File: src/rtl/hiscore_ram_port.sv
`default_nettype none
// ============================================================================
// hiscore_ram_port : halts the CPU, takes over work-RAM port 2 for the
// high-score engine and serves pipelined byte reads/writes.
// Revision: 1.0
// ============================================================================
module hiscore_ram_port #(
    parameter logic [15:0] RAM_BASE = 16'hC000,
    parameter int          RAM_AW   = 12,
    parameter int          SETTLE   = 8
) (
    input  logic              clk_sys,
    input  logic              reset_n,
    input  logic              hs_access,
    input  logic [15:0]       hs_address,
    input  logic [7:0]        hs_data_in,
    input  logic              hs_write,
    output logic [7:0]        hs_data_out,
    output logic              hs_ready,
    output logic              hs_oor,
    output logic              cpu_halt,
    input  logic              cpu_busy,
    output logic              ram_sel,
    output logic [RAM_AW-1:0] ram_addr,
    output logic [7:0]        ram_din,
    output logic              ram_we,
    input  logic [7:0]        ram_dout
);

    localparam logic [7:0] SETTLE_C = 8'(SETTLE);

    typedef enum logic [1:0] {
        ST_IDLE    = 2'd0,
        ST_HALT    = 2'd1,
        ST_OWN     = 2'd2,
        ST_RELEASE = 2'd3
    } state_t;

    state_t      state;
    state_t      state_next;
    logic [7:0]  settle_cnt;
    logic [15:0] offset;
    logic        in_range;
    logic        honour;
    logic        halt_entry;
    logic        rd_v1;
    logic        rd_v2;
    logic        rd_oor1;
    logic        rd_oor2;

    // Subtraction wraps, so addresses below RAM_BASE land far out of range.
    assign offset     = hs_address - RAM_BASE;
    assign in_range   = ((offset >> RAM_AW) == 16'd0);
    assign honour     = (state == ST_OWN) && hs_access;
    assign halt_entry = (state == ST_IDLE) && (state_next == ST_HALT);

    always_comb begin
        state_next = state;
        case (state)
            ST_IDLE: begin
                if (hs_access) state_next = ST_HALT;
            end
            ST_HALT: begin
                if (!hs_access)
                    state_next = ST_RELEASE;
                else if ((settle_cnt == 8'd0) && !cpu_busy)
                    state_next = ST_OWN;
            end
            ST_OWN: begin
                if (!hs_access) state_next = ST_RELEASE;
            end
            ST_RELEASE: state_next = ST_IDLE;
            default:    state_next = ST_IDLE;
        endcase
    end

    // Control outputs are registered from the next state so they change on entry.
    always_ff @(posedge clk_sys or negedge reset_n) begin
        if (!reset_n) begin
            state      <= ST_IDLE;
            cpu_halt   <= 1'b0;
            ram_sel    <= 1'b0;
            hs_ready   <= 1'b0;
            settle_cnt <= 8'd0;
            hs_oor     <= 1'b0;
        end else begin
            state    <= state_next;
            cpu_halt <= (state_next != ST_IDLE);
            ram_sel  <= (state_next == ST_OWN);
            hs_ready <= (state_next == ST_OWN);

            if (halt_entry)
                settle_cnt <= SETTLE_C;
            else if (state == ST_HALT) begin
                if (cpu_busy)
                    settle_cnt <= SETTLE_C;
                else if (settle_cnt != 8'd0)
                    settle_cnt <= settle_cnt - 8'd1;
            end

            if (halt_entry)
                hs_oor <= 1'b0;
            else if (honour && !in_range)
                hs_oor <= 1'b1;
        end
    end

    // Read pipeline: address register, RAM register, then output register.
    always_ff @(posedge clk_sys or negedge reset_n) begin
        if (!reset_n) begin
            ram_addr    <= '0;
            ram_din     <= 8'h00;
            ram_we      <= 1'b0;
            rd_v1       <= 1'b0;
            rd_v2       <= 1'b0;
            rd_oor1     <= 1'b0;
            rd_oor2     <= 1'b0;
            hs_data_out <= 8'h00;
        end else begin
            ram_we <= honour && in_range && hs_write;
            if (honour && in_range) begin
                ram_addr <= offset[RAM_AW-1:0];
                ram_din  <= hs_data_in;
            end
            rd_v1   <= honour && !hs_write;
            rd_oor1 <= !in_range;
            rd_v2   <= rd_v1;
            rd_oor2 <= rd_oor1;
            if (rd_v2)
                hs_data_out <= rd_oor2 ? 8'h00 : ram_dout;
        end
    end

endmodule
`default_nettype wire

File: config.mk
export PLATFORM = sky130hd
export DESIGN_NAME = hiscore_ram_port
export DESIGN_NICKNAME = d
export VERILOG_FILES = /design/src/rtl/hiscore_ram_port.sv
export SDC_FILE = /design/constraint.sdc
export NUM_CORES = 1
export LEC_CHECK = 0
export CAP_MARGIN = 20
export CORE_ASPECT_RATIO = 2
export CORE_UTILIZATION = 44
export CTS_CLUSTER_DIAMETER = 30
export DETAILED_ROUTE_END_ITERATION = 12
export PLACE_DENSITY_LB_ADDON = 0.2
export SYNTH_ARGS = -nofsm -noshare
export SYNTH_HDL_FRONTEND = slang
export SYNTH_SLANG_ARGS = --single-unit
File: constraint.sdc
create_clock -name clk_sys -period 2.55 [get_ports clk_sys]
set_clock_uncertainty 0.15 [all_clocks]
set_input_delay 0.51 -clock clk_sys [delete_from_list [all_inputs] [get_ports clk_sys]]
set_output_delay 0.51 -clock clk_sys [all_outputs]
set_load 0.02 [all_outputs]
==> results.py, run 1 <==
metrics = {
    "sta": {
        "finalSetupViolCount": 0,
        "slew_violations": 0,
        "fin_setup_tns_ns": 0,
        "slew_headroom": 0.673,
        "max_slew.worst_pin.slew_ns": 0.491,
        "fin_crit_sh": 0.818,
        "final_hold_viol_count": 0,
        "hold_slack_ns": 0.0116,
        "fmax_mhz": 479,
        "rsz0062_at_grt": "no",
        "period_needed_ns": 2.09,
    },
    "floorplan": {
        "die_area_sq_um": 4740,
        "die_w_um": 49.2,
        "core_area_sq_um": 4300,
        "die_h_um": 96.4,
        "io-pin-count": 70,
        "initial_core_util": 0.456,
        "rows": 34,
    },
    "placed_design": {
        "dpl_cell_area_sq_um": 2710,
        "port_buffers": 69,
        "dpl.cell_count": 275,
        "gp_congestion": 0.809,
        "hpwl_mm": 3.13,
    },
    "detailed_routing": {
        "num_vias": 1445,
        "met1_length_mm": 1.39,
        "drt_wl_total_mm": 4.00,
        "ant_nets": 0,
        "wl_per_cell_um": 14.1,
        "met2WireLength_mm": 2.36,
        "dr.pass1.iters": 4,
        "drc": 0,
        "highest_layer": "met4",
        "wl_met3_um": 168,
        "drtIter0Drc": 39,
        "vias_per_cell": 5.11,
    },
    "finish": {
        "fillers": 328,
        "drive_gt1_frac": 0.201,
        "final_cell_mix": "68 x clkdlybuf4s50_1, 46 x dfrtp_1, 21 x mux2_2",
        "final_common_cell": "clkdlybuf4s50_1",
        "nets": 267,
        "antenna_cells": 0,
        "syn2layout_area_growth_pct": 44.0,
        "final_area_sq_um": 2820,
        "stdcell_count": 283,
    },
    "status": {
        "status": "finished clean",
    },
    "power": {
        "power_leakage_nw": 1.25,
        "p_per_area_nw_per_um2": 1050,
        "max-vdd-ir-drop_mv": 0.586,
    },
    "critical_path": {
        "crit_chain": "clkdlybuf4s50_1 -> nor4b_2 -> a21oi_2 -> and3b_2 -> a221o_2",
        "start_kind": "primary input",
        "slowest_stage": "clkdlybuf4s50_1",
        "critical_path_arrival_ns": 2.12,
        "crit_family": "simple AND/OR/NAND/NOR gates",
        "cp_num_buf_inv": 1,
        "slowest_delay_ns": 0.43,
        "worstSetupPathType": "in2reg",
        "crit_required_ns": 2.58,
        "critPathMaxFanout": 13,
        "crit_path_end_kind": "flip-flop",
    },
    "synthesis": {
        "synth_fp_nets": 194,
        "synth_edf_count": 0,
        "synth_cells": 155,
        "ys_ff_latch": 46,
        "async_flop_share": 1.00,
        "synth_seq_area_share": 0.587,
        "synth_top_area_frac": 0.587,
        "synth_top_area_cell": "dfrtp_1",
        "synthTopCellsByArea": "dfrtp_1 59%, mux2_2 12%, nand3b_1 3.1%",
        "synth_cell_types": 32,
        "synth_ff_type": "dfrtp_1",
        "syn_area_per_cell_sq_um": 12.6,
        "synth_area_sq_um": 1960,
        "yosysWarnings": 0,
    },
    "clock_network": {
        "numCtsBuffers": 5,
        "max-clock-path-buffers": 2,
        "post_cts_resized": 0,
        "cts_root_buffer": "clkbuf_8",
        "h-tree-depth": 2,
        "clk_latency_ns": 0.30,
        "cts_hold_buf": 0,
        "cts.clk_slew.worst_paths_ns": 0.09,
        "cts_tree": "built",
        "post-cts-setup-buffers": 0,
        "clkSinkCount": 46,
    },
    "grt": {
        "overflow": 0,
        "grt_antenna_before_repair": 0,
        "grt_max_degree": 24,
        "track_usage": 0.186,
        "grt_pass1_vias": 1457,
        "grt_pass1_wl_mm": 6.49,
    },
    "job": {
        "maxCapViolCount": 0,
    },
    "hold_path": {
        "hold_path.class": "in2async",
    },
}
[worst reg2reg max path, delay by kind of cell, from the launching register on]
kind            cells  cell delay (ns)
buf+inv             1             0.11
fa+ha+maj           1             0.15
simple gates        2             0.59
flops               1             0.41
compound gates      2             0.50
[metal layers]
layer,vias to the layer above,GRT usage
met3,6,0.0313
met5,-,0
met4,0,0.108
li1,683,-
met1,709,0.187
met2,47,0.352
[area by class of cell]
class                      instances  area (sq um)  area share
multi-input combinational         89           716       0.254
clock buffer                       5          68.8      0.0244
tap                               54          67.6      0.0239
timing repair buffer              72           721       0.255
inverter                          14          52.6      0.0186
clock inverter                     3          45.0      0.0160
sequential                        46          1150       0.408
[synthesized netlist by cell type (2+ instances only)]
cell type	number
and3_2	2
a21oi_1	6
dfrtp_1	46
buf_4	3
a221o_2	3
o21ai_0	9
nand3_1	3
a22o_2	2
and3_1	2
nor3_1	4
ha_1	2
inv_1	14
nand2_1	3
nor2b_1	2
nor2_1	9
xnor2_1	2
nand3b_1	8
mux2_2	21
[registers in the layout, indices dropped and copies added (netlist names)]
signal	count
hs_oor	1
hs_data_out	8
state	2
ram_din	8
ram_sel	1
rd_oor1	1
ram_we	1
rd_v2	1
settle_cnt	8
rd_oor2	1
cpu_halt	1
ram_addr	12
rd_v1	1
[path summary, 6_finish.rpt]
path                                            from                         to  slack (ns)  cells past startpoint
hold reg to reg                      rd_v1$_DFF_PN0_            rd_v2$_DFF_PN0_        0.19                      0
min in group clk_sys                 rd_v1$_DFF_PN0_            rd_v2$_DFF_PN0_        0.19                      0
hold / removal                               reset_n   ram_addr[10]$_DFFE_PN0P_        0.01                      1
setup reg to reg           settle_cnt[0]$_DFFE_PN0P_  settle_cnt[2]$_DFFE_PN0P_        0.52                      6
max in group asynchronous                    reset_n     ram_din[2]$_DFFE_PN0P_        1.67                      2
setup / recovery                            cpu_busy  settle_cnt[2]$_DFFE_PN0P_        0.46                      5
[power by group]
part,total [mW],switching (mW),internal [mW]
combinational,1.24,0.590,0.650
clock,0.530,0.238,0.291
sequential,1.19,0.209,0.983
[through the flow]
stage | power (mW) | util | worst slack (ns)
2_1_floorplan | 1.89 | - | 0.729
3_3_place_gp | 2.40 | 0.630 | 0.223
3_5_place_dp | 2.46 | 0.630 | 0.139
4_1_cts | 3.00 | 0.657 | 0.473
5_1_grt | 3.15 | 0.657 | 0.367
6_report | 2.96 | 0.657 | 0.464
[cell families after synthesis]
logic type,count (synthesis),synth area share
flip-flops,46,0.587
adder cells (fa/ha/maj),2,0.0128
AND/OR/NAND/NOR,40,0.138
multiplexers,21,0.121
XOR/XNOR,2,0.00894
buffers and inverters,20,0.0485
AO/OA/AOI/OAI,24,0.0837
(Power assumes the default switching activity.)
==> run 2: changes to the inputs <==
==> constraint.sdc (replaced) <==
create_clock -name clk_sys -period 2 [get_ports clk_sys]
set_clock_uncertainty 0.15 [all_clocks]
set_input_delay 0.4 -clock clk_sys [delete_from_list [all_inputs] [get_ports clk_sys]]
set_output_delay 0.4 -clock clk_sys [all_outputs]
set_load 0.02 [all_outputs]
==> run 2 against run 1 <==
Wire length increased by 13%. Worst hold slack improved by 0.018 ns. Die area unchanged. Utilization increased by 2.9 points. Critical path depth increased by 2. Cell area increased by 4.5%. First-iteration DRC count decreased by 26%. Clock power increased by 56%. Final cell count increased by 3.5%. Largest cell class unchanged. Largest power group unchanged.
==> results.py, run 2 (synthesized netlist as in run 1, its figures left out) <==
metrics = {
    "detailed_routing": {
        "drc": 0,
        "vias_per_cell": 5.14,
        "drt_wl_total_mm": 4.50,
        "ant_nets": 0,
        "num_vias": 1506,
        "wl_per_cell_um": 15.4,
        "dr.pass1.iters": 5,
        "drtIter0Drc": 29,
    },
    "sta": {
        "period_needed_ns": 1.91,
        "setup_ws_ns": 0.0923,
        "max_slew.worst_pin.slew_ns": 0.572,
        "rsz0062_at_grt": "no",
        "finalSetupViolCount": 0,
        "slew_headroom": 0.619,
        "final_hold_viol_count": 0,
        "fin_crit_sh": 0.954,
        "fmax_mhz": 524,
        "slew_violations": 0,
        "fin_setup_tns_ns": 0,
    },
    "finish": {
        "final_cell_mix": "68 x clkdlybuf4s50_1, 46 x dfrtp_1, 21 x mux2_2",
        "finish.utilization": 0.686,
        "largest_register": "ram_addr",
        "fillers": 333,
        "antenna_cells": 0,
        "final_common_cell": "clkdlybuf4s50_1",
        "largest_reg_flops": 12,
        "syn2layout_area_growth_pct": 50.4,
        "nets": 277,
        "drive_gt1_frac": 0.238,
        "stdcell_count": 293,
    },
    "grt": {
        "grt_pass1_wl_mm": 7.30,
        "grt_max_degree": 47,
        "overflow": 0,
        "track_usage": 0.208,
        "grt_pass1_vias": 1585,
        "grt_antenna_before_repair": 0,
    },
    "power": {
        "power_leakage_nw": 1.33,
        "p_per_area_nw_per_um2": 1390,
        "max-vdd-ir-drop_mv": 0.916,
    },
    "clock_network": {
        "cts.clk_slew.worst_paths_ns": 0.08,
        "max-clock-path-buffers": 2,
        "numCtsBuffers": 5,
        "cts_tree": "built",
        "clk_latency_ns": 0.29,
        "cts_root_buffer": "clkbuf_8",
        "clkSinkCount": 46,
        "h-tree-depth": 2,
    },
    "critical_path": {
        "cp_num_buf_inv": 2,
        "crit_path_end_kind": "flip-flop",
        "critical_path_arrival_ns": 1.94,
        "crit_required_ns": 2.03,
        "start_kind": "flip-flop",
        "critPathMaxFanout": 8,
        "slowest_delay_ns": 0.41,
        "worstSetupPathType": "reg2reg",
        "crit_chain": "inv_1 -> ha_1 -> nor4b_4 -> buf_4 -> nand3_1 -> nand3b_4 -> a221o_2",
        "crit_family": "compound AO/OA/AOI/OAI gates",
        "slowest_stage": "a221o_2",
    },
    "hold_path": {
        "hold_path.class": "in2async",
    },
    "placed_design": {
        "port_buffers": 69,
        "place_ws_ns": -0.214,
        "hpwl_mm": 3.41,
        "dpl.cell_count": 282,
        "gp_congestion": 0.872,
    },
    "floorplan": {
        "core_area_sq_um": 4300,
        "initial_core_util": 0.456,
        "die_h_um": 96.4,
        "rows": 34,
        "die_w_um": 49.2,
        "io-pin-count": 70,
        "die_area_sq_um": 4740,
    },
    "status": {
        "status": "finished clean",
    },
    "job": {
        "maxCapViolCount": 0,
    },
}
==> run 2: cell types whose count changed in the layout (fill, tap and decap cells not counted), sizes merged <==
cell,previous run,this run
buf,4,14
clkinvlp,2,0
bufinv,1,2
clkbuf,5,6
==> run 2: final timing paths <==
kind                                                 from  depth (start not counted)  slack (ns)                          to
worst min register to register            rd_v1$_DFF_PN0_                          0        0.21             rd_v2$_DFF_PN0_
worst max-delay path            settle_cnt[1]$_DFFE_PN0P_                          7        0.09   settle_cnt[2]$_DFFE_PN0P_
worst min-delay path                              reset_n                          2        0.03  hs_data_out[7]$_DFFE_PN0P_
worst max register to register  settle_cnt[1]$_DFFE_PN0P_                          7        0.09   settle_cnt[2]$_DFFE_PN0P_
max in group asynchronous                         reset_n                          2        1.27          hs_oor$_DFFE_PN0P_
min in group clk_sys                      rd_v1$_DFF_PN0_                          0        0.21             rd_v2$_DFF_PN0_
==> run 2: power breakdown <==
group          internal, mW  leakage [nW]  total, mW  switching (mW)
Clock                 0.532        0.0714      0.827           0.295
Sequential             1.25         0.598       1.51           0.260
Combinational         0.927         0.656       1.75           0.824
Total                  2.71          1.33       4.09            1.38
==> run 2: area by class of cell <==
cell class / instances / area (sq um) / share of cell area
tap: 54 / 67.6 / 0.0229
timing repair buffer: 82 / 796 / 0.270
inverter: 14 / 52.6 / 0.0178
clock buffer: 6 / 82.6 / 0.0280
clock inverter: 2 / 60.1 / 0.0204
multi-input combinational: 89 / 738 / 0.250
sequential: 46 / 1150 / 0.390
==> run 2: repair_timing <==
action | CTS | global route
hold buffers | 0 | 0
endpoints found under the setup margin | 1 | 4
pin swaps | 0 | 1
buffers inserted | 0 | 3
resized for setup | 1 | 2
==> run 2: per-layer routing <==
metal  wire (um)  vias up  global-route usage
met5           0        -                   0
met4         104        0              0.0980
met3         168        7              0.0329
met2        2740       55               0.412
met1        1490      738               0.204
li1            -      706                   -
==> run 2: through the flow <==
| stage | hold WS, ns | total power [mW] | cell area [sq um] |
|---|---|---|---|
| final | 0.0292 | 4.09 | 2950 |
| after floorplan | -0.0456 | 2.40 | 1960 |
| after global routing | 0.0753 | 4.33 | 2950 |
| after detailed placement | 0.196 | 3.22 | 2760 |
| after global placement | 0.183 | 3.13 | 2760 |
| after CTS | 0.0444 | 4.08 | 2910 |
==> run 3: changes to the inputs <==
--- a/config.mk
+++ b/config.mk
@@ -10,6 +10,7 @@
 export CORE_UTILIZATION = 44
 export CTS_CLUSTER_DIAMETER = 30
 export DETAILED_ROUTE_END_ITERATION = 12
+export GPL_TIMING_DRIVEN = 0
 export PLACE_DENSITY_LB_ADDON = 0.2
 export SYNTH_ARGS = -nofsm -noshare
 export SYNTH_HDL_FRONTEND = slang
==> run 3 against run 2 <==
Global-route usage down 1.2 points. Fmax down 0.48%. Count of clock-buffer cells in the layout up 1. Flip-flop and latch count unchanged. Sequential share of layout area up 1.1 points. Die area unchanged. Largest cell class unchanged.
==> results.py, run 3 (synthesized netlist as in run 1, its figures left out) <==
metrics = {
    "grt": {
        "grt_max_degree": 33,
        "grt_pass1_wl_mm": 7.00,
        "grt_antenna_before_repair": 0,
        "grt_pass1_vias": 1550,
        "track_usage": 0.196,
        "overflow": 0,
    },
    "finish": {
        "largest_reg_flops": 12,
        "final_common_cell": "clkdlybuf4s50_1",
        "antenna_cells": 0,
        "final_area_sq_um": 2870,
        "final_cell_mix": "68 x clkdlybuf4s50_1, 46 x dfrtp_1, 21 x mux2_2",
        "largest_register": "ram_addr",
        "drive_gt1_frac": 0.213,
        "syn2layout_area_growth_pct": 46.4,
        "nets": 273,
        "finish.utilization": 0.667,
    },
    "placed_design": {
        "hpwl_mm": 3.25,
        "dpl_cell_area_sq_um": 2730,
        "gp_congestion": 0.850,
        "port_buffers": 69,
    },
    "critical_path": {
        "crit_required_ns": 2.02,
        "crit_family": "flip-flops",
        "reg2regPathDepth": 7,
        "r2r_start": "settle_cnt[0]$_DFFE_PN0P_",
        "r2r-end": "settle_cnt[7]$_DFFE_PN0P_",
        "slowest_delay_ns": 0.42,
        "critPathMaxFanout": 10,
        "cp_num_buf_inv": 2,
        "worstSetupPathType": "reg2reg",
        "cp-endpoint": "settle_cnt[7]$_DFFE_PN0P_",
        "crit_path_end_kind": "flip-flop",
        "ff2ff_setup_slack_ns": 0.08,
        "crit_cells": 7,
        "critPathLaunch": "settle_cnt[0]$_DFFE_PN0P_",
        "critical_path_arrival_ns": 1.94,
        "slowest_stage": "dfrtp_1",
        "start_kind": "flip-flop",
        "crit_chain": "inv_1 -> ha_1 -> nor4b_4 -> a21oi_2 -> buf_6 -> and3_1 -> a221o_1",
    },
    "clock_network": {
        "h-tree-depth": 2,
        "cts_root_buffer": "clkbuf_8",
        "clk_latency_ns": 0.29,
        "max-clock-path-buffers": 2,
        "numCtsBuffers": 5,
        "clkSinkCount": 46,
        "cts_tree": "built",
        "cts.clk_slew.worst_paths_ns": 0.08,
    },
    "detailed_routing": {
        "dr.pass1.iters": 4,
        "drt_wl_total_mm": 4.19,
        "ant_nets": 0,
        "drc": 0,
        "vias_per_cell": 5.06,
        "drtIter0Drc": 13,
        "num_vias": 1461,
        "wl_per_cell_um": 14.5,
    },
    "sta": {
        "finalSetupViolCount": 0,
        "period_needed_ns": 1.92,
        "fin_setup_tns_ns": 0,
        "max_slew.worst_pin.slew_ns": 0.369,
        "fin_crit_sh": 0.958,
        "final_hold_viol_count": 0,
        "fmax_mhz": 522,
        "slew_headroom": 0.754,
        "slew_violations": 0,
    },
    "power": {
        "power_leakage_nw": 1.28,
        "max-vdd-ir-drop_mv": 0.820,
        "p_per_area_nw_per_um2": 1300,
    },
    "floorplan": {
        "io-pin-count": 70,
        "initial_core_util": 0.456,
        "die_w_um": 49.2,
        "die_area_sq_um": 4740,
        "die_h_um": 96.4,
        "core_area_sq_um": 4300,
        "rows": 34,
    },
    "status": {
        "status": "finished clean",
    },
    "job": {
        "maxCapViolCount": 0,
    },
    "hold_path": {
        "hold_path.class": "reg2reg",
    },
}
==> run 3: changes by cell type in the layout (fill, tap and decap cells not counted), moves of 2 or more <==
cell / change
clkbuf_1: +2
bufinv_16: -2
buf_6: +3
buf_4: -10
==> run 3: stage by stage <==
step / setup slack, ns / std cells / total power, mW / hold WS, ns
6_report: 0.0831 / 289 / 3.73 / 0.203
5_1_grt: -0.00273 / 289 / 3.99 / 0.219
4_1_cts: 0.0205 / 288 / 3.76 / 0.205
3_5_place_dp: -0.433 / 279 / 3.17 / 0.182
3_3_place_gp: -0.761 / 278 / 3.10 / 0.184
2_1_floorplan: 0.179 / 155 / 2.40 / -0.0456
==> run 3: what timing repair did <==
action	4_1_cts	5_1_grt
pin swaps	0	1
gates resized for setup	3	3
hold buffers	1	0
setup buffers	0	1
setup endpoints to repair	20	22
endpoints found under the hold margin	14	0
==> run 3: where the power goes <==
group	total, mW	switching [mW]	internal, mW
registers	1.50	0.243	1.25
clock network	0.557	0.279	0.279
logic	1.68	0.797	0.883
==> run 3: per-layer routing <==
metal / vias to the layer above / share of wire / GRT usage / routed length, um
li1: 692 / - / - / -
met3: 12 / 0.045 / 0.0407 / 189
met5: - / 0 / 0 / 0
met4: 0 / 0.032 / 0.0980 / 135
met2: 52 / 0.56 / 0.378 / 2360
met1: 705 / 0.36 / 0.193 / 1500
==> run 3: how the worst min path moves through the flow <==
stage	startpoint	end	cells past startpoint
after floorplan	reset_n	cpu_halt$_DFF_PN0_	0
after global placement	rd_v1$_DFF_PN0_	rd_v2$_DFF_PN0_	0
after detailed placement	reset_n	hs_data_out[7]$_DFFE_PN0P_	1
after CTS	rd_v1$_DFF_PN0_	rd_v2$_DFF_PN0_	0
after global routing	rd_oor1$_DFF_PN0_	rd_oor2$_DFF_PN0_	0
final	rd_v1$_DFF_PN0_	rd_v2$_DFF_PN0_	0
==> run 3: area by class of cell <==
class / count / area, sq um
fill: 337 / 1430
sequential: 46 / 1150
multi-input combinational: 89 / 732
timing repair buffer: 72 / 723
clock buffer: 7 / 86.3
tap: 54 / 67.6
inverter: 14 / 52.6
buffer: 6 / 50.0
clock inverter: 1 / 5.00
